[src/rtl/uart_link_ctrl.sv]
`default_nettype none
// ============================================================================
// Module      : uart_link_ctrl
// Description : Link controller between the game state machine and a byte-level
//               UART. Shares the single transmitter between the ready beacon
//               (0x52, periodic while in WAIT) and the score report
//               (0x53, score[15:8], score[7:0]). Parses received peer bytes
//               into a peer-ready flag and the peer's score.
// Ports       :
//   pclk             in   1   system clock, rising edge
//   rst_d            in   1   asynchronous active-high reset
//   state            in   2   game state: IDLE=00 WAIT=01 GAME=10 SCORE=11
//   score            in  16   local score, snapshotted at score-message launch
//   tx_busy          in   1   UART transmitter busy level
//   tx_start         out  1   one-cycle request to send tx_data
//   tx_data          out  8   byte to send, stable until tx_busy falls
//   rx_done          in   1   one-cycle strobe, rx_data valid
//   rx_data          in   8   received byte
//   uart_start       out  1   peer ready while local state is WAIT
//   peer_score       out 16   last complete score received from the peer
//   peer_score_valid out  1   peer_score received since the last IDLE
// Revision    : 1.0 - initial release
// ============================================================================
module uart_link_ctrl #(
  parameter int unsigned BEACON_PERIOD = 6_500_000
) (
  input  logic        pclk,
  input  logic        rst_d,
  input  logic [1:0]  state,
  input  logic [15:0] score,
  input  logic        tx_busy,
  output logic        tx_start,
  output logic [7:0]  tx_data,
  input  logic        rx_done,
  input  logic [7:0]  rx_data,
  output logic        uart_start,
  output logic [15:0] peer_score,
  output logic        peer_score_valid
);

  // Game states that this block reacts to (GAME needs no special handling).
  localparam logic [1:0] ST_IDLE  = 2'b00;
  localparam logic [1:0] ST_WAIT  = 2'b01;
  localparam logic [1:0] ST_SCORE = 2'b11;

  localparam logic [7:0] MSG_BEACON = 8'h52;
  localparam logic [7:0] MSG_SCORE  = 8'h53;

  localparam int unsigned      CNT_W    = $clog2(BEACON_PERIOD);
  localparam logic [CNT_W-1:0] CNT_LAST = CNT_W'(BEACON_PERIOD - 1);

  // TX FSM encoding
  localparam logic [1:0] T_IDLE  = 2'd0;
  localparam logic [1:0] T_START = 2'd1;
  localparam logic [1:0] T_BUSY  = 2'd2;
  localparam logic [1:0] T_DONE  = 2'd3;

  // RX parser encoding
  localparam logic [1:0] R_HDR = 2'd0;
  localparam logic [1:0] R_HI  = 2'd1;
  localparam logic [1:0] R_LO  = 2'd2;

  // --------------------------------------------------------------------------
  // Flops
  // --------------------------------------------------------------------------
  logic [1:0]       state_q,       state_d;
  logic [CNT_W-1:0] beacon_cnt_q,  beacon_cnt_d;
  logic             beacon_req_q,  beacon_req_d;
  logic             score_req_q,   score_req_d;
  logic             tx_busy_q;
  logic [1:0]       tx_state_q,    tx_state_d;
  logic             msg_score_q,   msg_score_d;
  logic [1:0]       byte_idx_q,    byte_idx_d;
  logic [15:0]      snap_q,        snap_d;
  logic             tx_start_q,    tx_start_d;
  logic [7:0]       tx_data_q,     tx_data_d;
  logic [1:0]       rx_state_q,    rx_state_d;
  logic [7:0]       hi_q,          hi_d;
  logic             peer_ready_q,  peer_ready_d;
  logic             uart_start_q,  uart_start_d;
  logic [15:0]      peer_score_q,  peer_score_d;
  logic             psv_q,         psv_d;

  // --------------------------------------------------------------------------
  // Request generation
  // --------------------------------------------------------------------------
  logic entry;
  logic in_wait;
  logic beacon_wrap;
  logic launch_score;
  logic launch_beacon;
  logic more_bytes;

  assign state_d     = state;
  assign entry       = (state != state_q);
  assign in_wait     = (state == ST_WAIT);
  assign beacon_wrap = in_wait && !entry && (beacon_cnt_q == CNT_LAST);

  // Arbitration only in T_IDLE, i.e. between messages; SCORE wins.
  // A beacon is only launched while still in WAIT so a request left over
  // from the cycle WAIT was exited never escapes.
  assign launch_score  = (tx_state_q == T_IDLE) && score_req_q;
  assign launch_beacon = (tx_state_q == T_IDLE) && !score_req_q &&
                         beacon_req_q && in_wait;

  // Only the score message has bytes after the header.
  assign more_bytes = msg_score_q && (byte_idx_q != 2'd2);

  always_comb begin
    beacon_cnt_d = beacon_cnt_q + CNT_W'(1);
    if (!in_wait || entry || beacon_wrap) begin
      beacon_cnt_d = '0;
    end
  end

  always_comb begin
    beacon_req_d = beacon_req_q;
    if (launch_beacon) begin
      beacon_req_d = 1'b0;
    end
    // A fresh trigger in the launch cycle represents a new beacon.
    if (in_wait && (entry || beacon_wrap)) begin
      beacon_req_d = 1'b1;
    end
    if (!in_wait) begin
      beacon_req_d = 1'b0;
    end
  end

  always_comb begin
    score_req_d = score_req_q;
    if (launch_score) begin
      score_req_d = 1'b0;
    end
    if (entry && (state == ST_SCORE)) begin
      score_req_d = 1'b1;
    end
  end

  // --------------------------------------------------------------------------
  // TX FSM: state register
  // --------------------------------------------------------------------------
  always_ff @(posedge pclk or posedge rst_d) begin
    if (rst_d) begin
      tx_state_q <= T_IDLE;
    end else begin
      tx_state_q <= tx_state_d;
    end
  end

  // TX FSM: next state. tx_busy is registered first, so the falling edge is
  // acted on one cycle after it appears on the port.
  always_comb begin
    tx_state_d = tx_state_q;
    case (tx_state_q)
      T_IDLE:  if (launch_score || launch_beacon) tx_state_d = T_START;
      T_START: tx_state_d = T_BUSY;
      T_BUSY:  if (tx_busy_q) tx_state_d = T_DONE;
      T_DONE:  if (!tx_busy_q) tx_state_d = more_bytes ? T_START : T_IDLE;
      default: tx_state_d = T_IDLE;
    endcase
  end

  // TX FSM: outputs. tx_start is high exactly while the FSM sits in T_START.
  always_comb begin
    tx_start_d  = (tx_state_d == T_START);
    tx_data_d   = tx_data_q;
    msg_score_d = msg_score_q;
    byte_idx_d  = byte_idx_q;
    snap_d      = snap_q;
    if (launch_score) begin
      tx_data_d   = MSG_SCORE;
      msg_score_d = 1'b1;
      byte_idx_d  = 2'd0;
      snap_d      = score;
    end else if (launch_beacon) begin
      tx_data_d   = MSG_BEACON;
      msg_score_d = 1'b0;
      byte_idx_d  = 2'd0;
    end else if ((tx_state_q == T_DONE) && !tx_busy_q && more_bytes) begin
      byte_idx_d = byte_idx_q + 2'd1;
      tx_data_d  = (byte_idx_q == 2'd0) ? snap_q[15:8] : snap_q[7:0];
    end
  end

  // --------------------------------------------------------------------------
  // RX parser: state register
  // --------------------------------------------------------------------------
  always_ff @(posedge pclk or posedge rst_d) begin
    if (rst_d) begin
      rx_state_q <= R_HDR;
    end else begin
      rx_state_q <= rx_state_d;
    end
  end

  // RX parser: next state. Payload bytes are taken verbatim, even 0x52/0x53.
  always_comb begin
    rx_state_d = rx_state_q;
    if (rx_done) begin
      case (rx_state_q)
        R_HDR:   if (rx_data == MSG_SCORE) rx_state_d = R_HI;
        R_HI:    rx_state_d = R_LO;
        R_LO:    rx_state_d = R_HDR;
        default: rx_state_d = R_HDR;
      endcase
    end
  end

  // RX parser: outputs. Leaving WAIT / entering IDLE override same-cycle bytes.
  always_comb begin
    hi_d         = hi_q;
    peer_ready_d = peer_ready_q;
    peer_score_d = peer_score_q;
    psv_d        = psv_q;
    if (rx_done) begin
      case (rx_state_q)
        R_HDR: if (rx_data == MSG_BEACON) peer_ready_d = 1'b1;
        R_HI:  hi_d = rx_data;
        R_LO: begin
          peer_score_d = {hi_q, rx_data};
          psv_d        = 1'b1;
        end
        default: hi_d = hi_q;
      endcase
    end
    if (!in_wait) begin
      peer_ready_d = 1'b0;
    end
    if (state == ST_IDLE) begin
      psv_d = 1'b0;
    end
    uart_start_d = peer_ready_q && in_wait;
  end

  // --------------------------------------------------------------------------
  // Datapath and output registers
  // --------------------------------------------------------------------------
  always_ff @(posedge pclk or posedge rst_d) begin
    if (rst_d) begin
      state_q      <= ST_SCORE;
      beacon_cnt_q <= '0;
      beacon_req_q <= 1'b0;
      score_req_q  <= 1'b0;
      tx_busy_q    <= 1'b0;
      msg_score_q  <= 1'b0;
      byte_idx_q   <= 2'd0;
      snap_q       <= 16'h0000;
      tx_start_q   <= 1'b0;
      tx_data_q    <= 8'h00;
      hi_q         <= 8'h00;
      peer_ready_q <= 1'b0;
      uart_start_q <= 1'b0;
      peer_score_q <= 16'h0000;
      psv_q        <= 1'b0;
    end else begin
      state_q      <= state_d;
      beacon_cnt_q <= beacon_cnt_d;
      beacon_req_q <= beacon_req_d;
      score_req_q  <= score_req_d;
      tx_busy_q    <= tx_busy;
      msg_score_q  <= msg_score_d;
      byte_idx_q   <= byte_idx_d;
      snap_q       <= snap_d;
      tx_start_q   <= tx_start_d;
      tx_data_q    <= tx_data_d;
      hi_q         <= hi_d;
      peer_ready_q <= peer_ready_d;
      uart_start_q <= uart_start_d;
      peer_score_q <= peer_score_d;
      psv_q        <= psv_d;
    end
  end

  assign tx_start         = tx_start_q;
  assign tx_data          = tx_data_q;
  assign uart_start       = uart_start_q;
  assign peer_score       = peer_score_q;
  assign peer_score_valid = psv_q;

endmodule
`default_nettype wire

[config.mk]
export PLATFORM = sky130hd
export DESIGN_NAME = uart_link_ctrl
export DESIGN_NICKNAME = d
export VERILOG_FILES = /design/src/rtl/uart_link_ctrl.sv
export SDC_FILE = /design/constraint.sdc
export NUM_CORES = 1
export LEC_CHECK = 0
export BUFFER_PORTS_ARGS = -buffer_cell sky130_fd_sc_hd__buf_2
export CAP_MARGIN = 25
export CORE_ASPECT_RATIO = 1.5
export CORE_MARGIN = 4
export CORE_UTILIZATION = 56
export DETAILED_ROUTE_END_ITERATION = 12
export PLACE_DENSITY = 0.79
export SETUP_SLACK_MARGIN = 0.2
export SYNTH_ARGS = -nofsm -noshare
export SYNTH_HDL_FRONTEND = slang
export SYNTH_SLANG_ARGS = --single-unit
[constraint.sdc]
create_clock -name pclk -period 2.9 [get_ports pclk]
set_input_delay 0.435 -clock pclk [delete_from_list [all_inputs] [get_ports pclk]]
set_output_delay 0.435 -clock pclk [all_outputs]
set_load 0.02 [all_outputs]
; ---- Yosys cells after proc, flatten, opt, wreduce, memory -nomap -nowiden
; Cells that the tools add are included.
[word_totals]
register_bits = 87
inputBits = 30
output_inout_bits = 27
word_cells = 99
[op_classes]
n_addsub = 2
eq_ne = 18
n_mux = 28
n_reduce_logical = 34
[op_table]
columns = operator, count
row1 = $mux 8, 4
row2 = $add 23x1->23 const B, 1
row3 = $eq 23x23->1 const B, 1
row4 = $mux 23, 1
row5 = $eq 8x7->1 const B, 2
row6 = $mux 1, 14
row7 = $mux 2, 7
row8 = $logic_and 1x1->1, 12
row9 = $eq 2x1->1 const B, 4
row10 = $eq 2x2->1 const B, 4
row11 = $logic_not 2->1, 4
row12 = $pmux 2 s4, 1
row13 = $reduce_and 2->1, 4
row14 = $reduce_bool 2->1, 4
row15 = $ne 2x2->1 const B, 3
row16 = $logic_not 1->1, 4
row17 = $logic_or 1x1->1, 4
row18 = $ne 2x1->1 const B, 2
row19 = $pmux 2 s2, 1
row20 = $ne 3x1->1 const B, 1
row21 = $reduce_and 3->1, 1
row22 = $reduce_bool 3->1, 1
row23 = $add 2x1->2 const B, 1
row24 = $ne 2x2->1, 1

; ---- Logic depth before layout (Yosys ltp)
[depth]
depth_word = 8
ltp_mapped = 8
depth_no_buf = 7

; ---- Worst setup path before layout
; OpenSTA, ideal clock, no wires.
[synth_timing]
path_type = register to register
from = register beacon_cnt_q[0]
to = register beacon_cnt_q[22]
setup_ns = 0.079
arrival_ns = 2.030
required_time_ns = 2.821
setup_slack_ns = 0.791
path_stages_with_launch = 7
synth_period_minus_slack_ns = 2.109
cell_sequence = dfrtp_1 -> ha_1 -> nand4_4 -> or4_1 -> buf_2 -> or4_1 -> a21oi_1
[synth_between]
elab_chain_len = 4
[synth_rtl]
columns = item, line
row1 = from (decl), 67  ; logic [CNT_W-1:0] beacon_cnt_q, beacon_cnt_d;
row2 = from (signal assigned), 258  ; beacon_cnt_q <= beacon_cnt_d;
row3 = branches (longest 3 deep; another with $add 23x1->23), --
row4 = $mux 23 *, 111  ; if (!in_wait || entry || beacon_wrap) begin
row5 = net beacon_cnt_d[22], 67
; Mark *: on every way through the listed nets, which the timed path passes.
; A chain may end at the register's enable or synchronous reset.

; ---- Worst setup path in the final report
; Ends and elaborated chain as after synthesis.

==> results.sh <==
export IMPL_cts_buffer_depth=2
export IMPL_r2r_end="beacon_cnt_q[22]"
export IMPL_htree_levels=3
export IMPL_dieHeight_um=107
export IMPL_cts_setup_buffers=0
export IMPL_synth_edf_count=0
export IMPL_final_hold_viol_count=0
export IMPL_path_class="flip-flop to flip-flop"
export IMPL_r2r_cells=5
export IMPL_cts_resized_gates=0
export IMPL_p_sw_frac=0.290
export IMPL_cts_num_sinks=87
export IMPL_slew_viol_final=0
export IMPL_diodes=0
export IMPL_wl_met3_um=327
export IMPL_p_clk_frac=0.245
export IMPL_p_per_area_nw_per_um2=728
export IMPL_first_iter_violations=136
export IMPL_leakage_nw=1.96
export IMPL_place_gp_congestion=0.887
export IMPL_die_area_um2=7990
export IMPL_area_delta_synth_final_pct=15.3
export IMPL_gr_total_overflow=0
export IMPL_rows=36
export IMPL_hold_slack_ns=0.0802
export IMPL_combinationalPowerShare=0.242
export IMPL_ctsRootBufferMaster="clkbuf_8"
export IMPL_wl_met2_mm=3.57
export IMPL_antenna_found_initial=0
export IMPL_grt_max_degree=41
export IMPL_tns_ns=0
export IMPL_hold_path_class="input pin to async pin"
export IMPL_timing_max_cap_violations=0
export IMPL_syn_area_um2=3690
export IMPL_core_area_um2=6440
export IMPL_initial_core_util=0.573
export IMPL_grt_pass1_vias=2563
export IMPL_finalCritPeriodShare=0.791
export IMPL_ios=57
export IMPL_num_vias=2493
export IMPL_drive_above_1_share=0.323
export IMPL_drtPass1Iterations=4
export IMPL_p_int_mw=2.20
export IMPL_wl_per_cell_um=15.1
export IMPL_netlist_top_cells_area="dfrtp_1 (58%), mux2_2 (12%), xnor2_1 (2.4%)"
export IMPL_grt_total_usage=0.188
export IMPL_yosysSeqAreaShare=0.590
export IMPL_cp_data_required_time_ns=3.17
export IMPL_sequentialPowerShare=0.513
export IMPL_grt_pass1_wl_mm=11.5
export IMPL_synth_most_common_cell="dfrtp_1"
export IMPL_ys_ff_latch=87
export IMPL_worstSkewPairLatency_ns=0.34
export IMPL_met1_length_mm=2.72
export IMPL_synth_cell_types=39
export IMPL_yosys_most_used_dff="dfrtp_1"
export IMPL_clk_pin_slew_ns=0.08
export IMPL_cts_made_buffers=9
export IMPL_finClkSkew_ns=0.00592
export IMPL_drc=0
export IMPL_r2r_start="beacon_cnt_q[0]"
export IMPL_portBuffers=56
export IMPL_ir_drop_uv=289
export IMPL_setup_slack_ns=0.606
export IMPL_num_fill_cells=503
export IMPL_period_minus_slack_ns=2.29
export IMPL_rsz0062_at_grt="false"
export IMPL_async_flop_share=1.00
export IMPL_cts_tree="done"
export IMPL_tightest_slew_ns=0.761
export IMPL_synth_fp_nets=339
export IMPL_worst_r2r_setup_slack_ns=0.61
export IMPL_dp_hpwl_mm=4.95
export IMPL_endpoint_kind="flip-flop"
export IMPL_die_x_um=74.3
export IMPL_final_nets=401
export IMPL_viasPerCell=5.56
export IMPL_p_sw_uw=897
export IMPL_drt_wl_total_mm=6.75
export IMPL_fmax_ghz=0.436
export IMPL_finalSetupViolations=0
export IMPL_worst_setup_path_start_kind="flip-flop"
export IMPL_highest_layer="met4"
export IMPL_pre_cts_slack_ns=0.642
export IMPL_syn_inst=306
export IMPL_synth_warnings=0
export IMPL_avgSynthCellArea_um2=12.1
export IMPL_ys_top_cells_by_count="dfrtp_1 (85), mux2_2 (39), nor2_1 (22), nand2_1 (18)"
export IMPL_cts_hold_buffers=0
export IMPL_synth_top_cell_by_area="dfrtp_1"
export IMPL_cp_arrival_ns=2.56
export IMPL_status="completed"
export IMPL_worstPathMaxFanout=9
export IMPL_ant_nets=0
export IMPL_slew_headroom=0.493
export IMPL_netlist_area_leader_share=0.576
==> placed cells by master (no fill, tap or decap), types with 4 or more instances in the layout <==
cell	synthesis	final
dfrtp_1	85	85
buf_2	1	56
mux2_2	39	39
nor2_1	22	22
nand2_1	18	18
o21ai_0	14	14
inv_1	14	13
a21oi_1	12	12
clkbuf_8	0	12
nand3_1	11	11
xnor2_1	10	10
mux2i_1	7	7
nand4_1	5	5
or4_1	5	5
nor2b_1	4	4
and2_1	4	4
o2bb2ai_1	4	4
o31ai_1	4	4
buf_4	0	4
==> cell type report <==
cell class | instances | area (um2) | share of cell area
flip-flops and latches | 87 | 2180 | 0.512
multi-input cells | 195 | 1420 | 0.334
repair buffers | 61 | 330 | 0.0776
clock buffers | 15 | 176 | 0.0414
well taps | 76 | 95.1 | 0.0223
inverters | 14 | 53.8 | 0.0126
==> worst max-delay path by stage <==
stage                       endpoint             from  slack (ns)
floorplan            beacon_cnt_q[0]            rst_d        0.22
global placement    beacon_cnt_q[22]  beacon_cnt_q[0]        0.70
detailed placement  beacon_cnt_q[22]  beacon_cnt_q[0]        0.64
CTS                 beacon_cnt_q[22]  beacon_cnt_q[0]        0.62
global route        beacon_cnt_q[22]  beacon_cnt_q[0]        0.48
finish              beacon_cnt_q[22]  beacon_cnt_q[0]        0.61
==> layer usage <==
layer	global-route usage	vias up
met5	0	-
met4	0.0814	0
met3	0.0383	13
met2	0.320	53
met1	0.228	1226
li1	-	1201
==> worst max-delay path, stage by stage, from the launching register on <==
cell     delay [ns]
dfrtp_1        0.40
ha_1           0.27
nand4_4        0.16
or4_1          0.71
or4_1          0.51
a21oi_1        0.16
==> flip-flops by register name (all words and copies together) (netlist names), 2 cells and up <==
register / count
tx_state_q: 2
hi_q: 8
rx_state_q: 2
byte_idx_q: 2
tx_data: 8
peer_score: 16
state_q: 2
snap_q: 16
beacon_cnt_q: 23
==> cells by family after synthesis <==
kind of cell / after synthesis / synth area share
buffers and inverters: 24 / 0.0264
XOR/XNOR: 12 / 0.0285
multiplexers: 46 / 0.138
AND/OR/NAND/NOR: 91 / 0.134
adder cells (fa/ha/maj): 3 / 0.0102
AO/OA/AOI/OAI: 43 / 0.0725
flip-flops: 87 / 0.590
==> through the flow <==
stage | util | power [mW] | instance area [um2] | instances
final | 0.661 | 3.10 | 4260 | 448
after global placement | 0.631 | 2.34 | 4060 | 432
after CTS | 0.661 | 3.14 | 4260 | 448
after detailed placement | 0.634 | 2.38 | 4080 | 433
after floorplan | - | 2.15 | 3690 | 306
after global routing | 0.661 | 3.29 | 4260 | 448
==> power groups by stage <==
stage	combinational, mW	sequential [mW]	clock, mW
after global routing	0.836	1.62	0.829
final	0.752	1.59	0.758
after detailed placement	0.764	1.61	0
after CTS	0.766	1.59	0.783
after global placement	0.738	1.60	0
after floorplan	0.490	1.66	0
No activity file was read; power rests on OpenSTA's default activity.
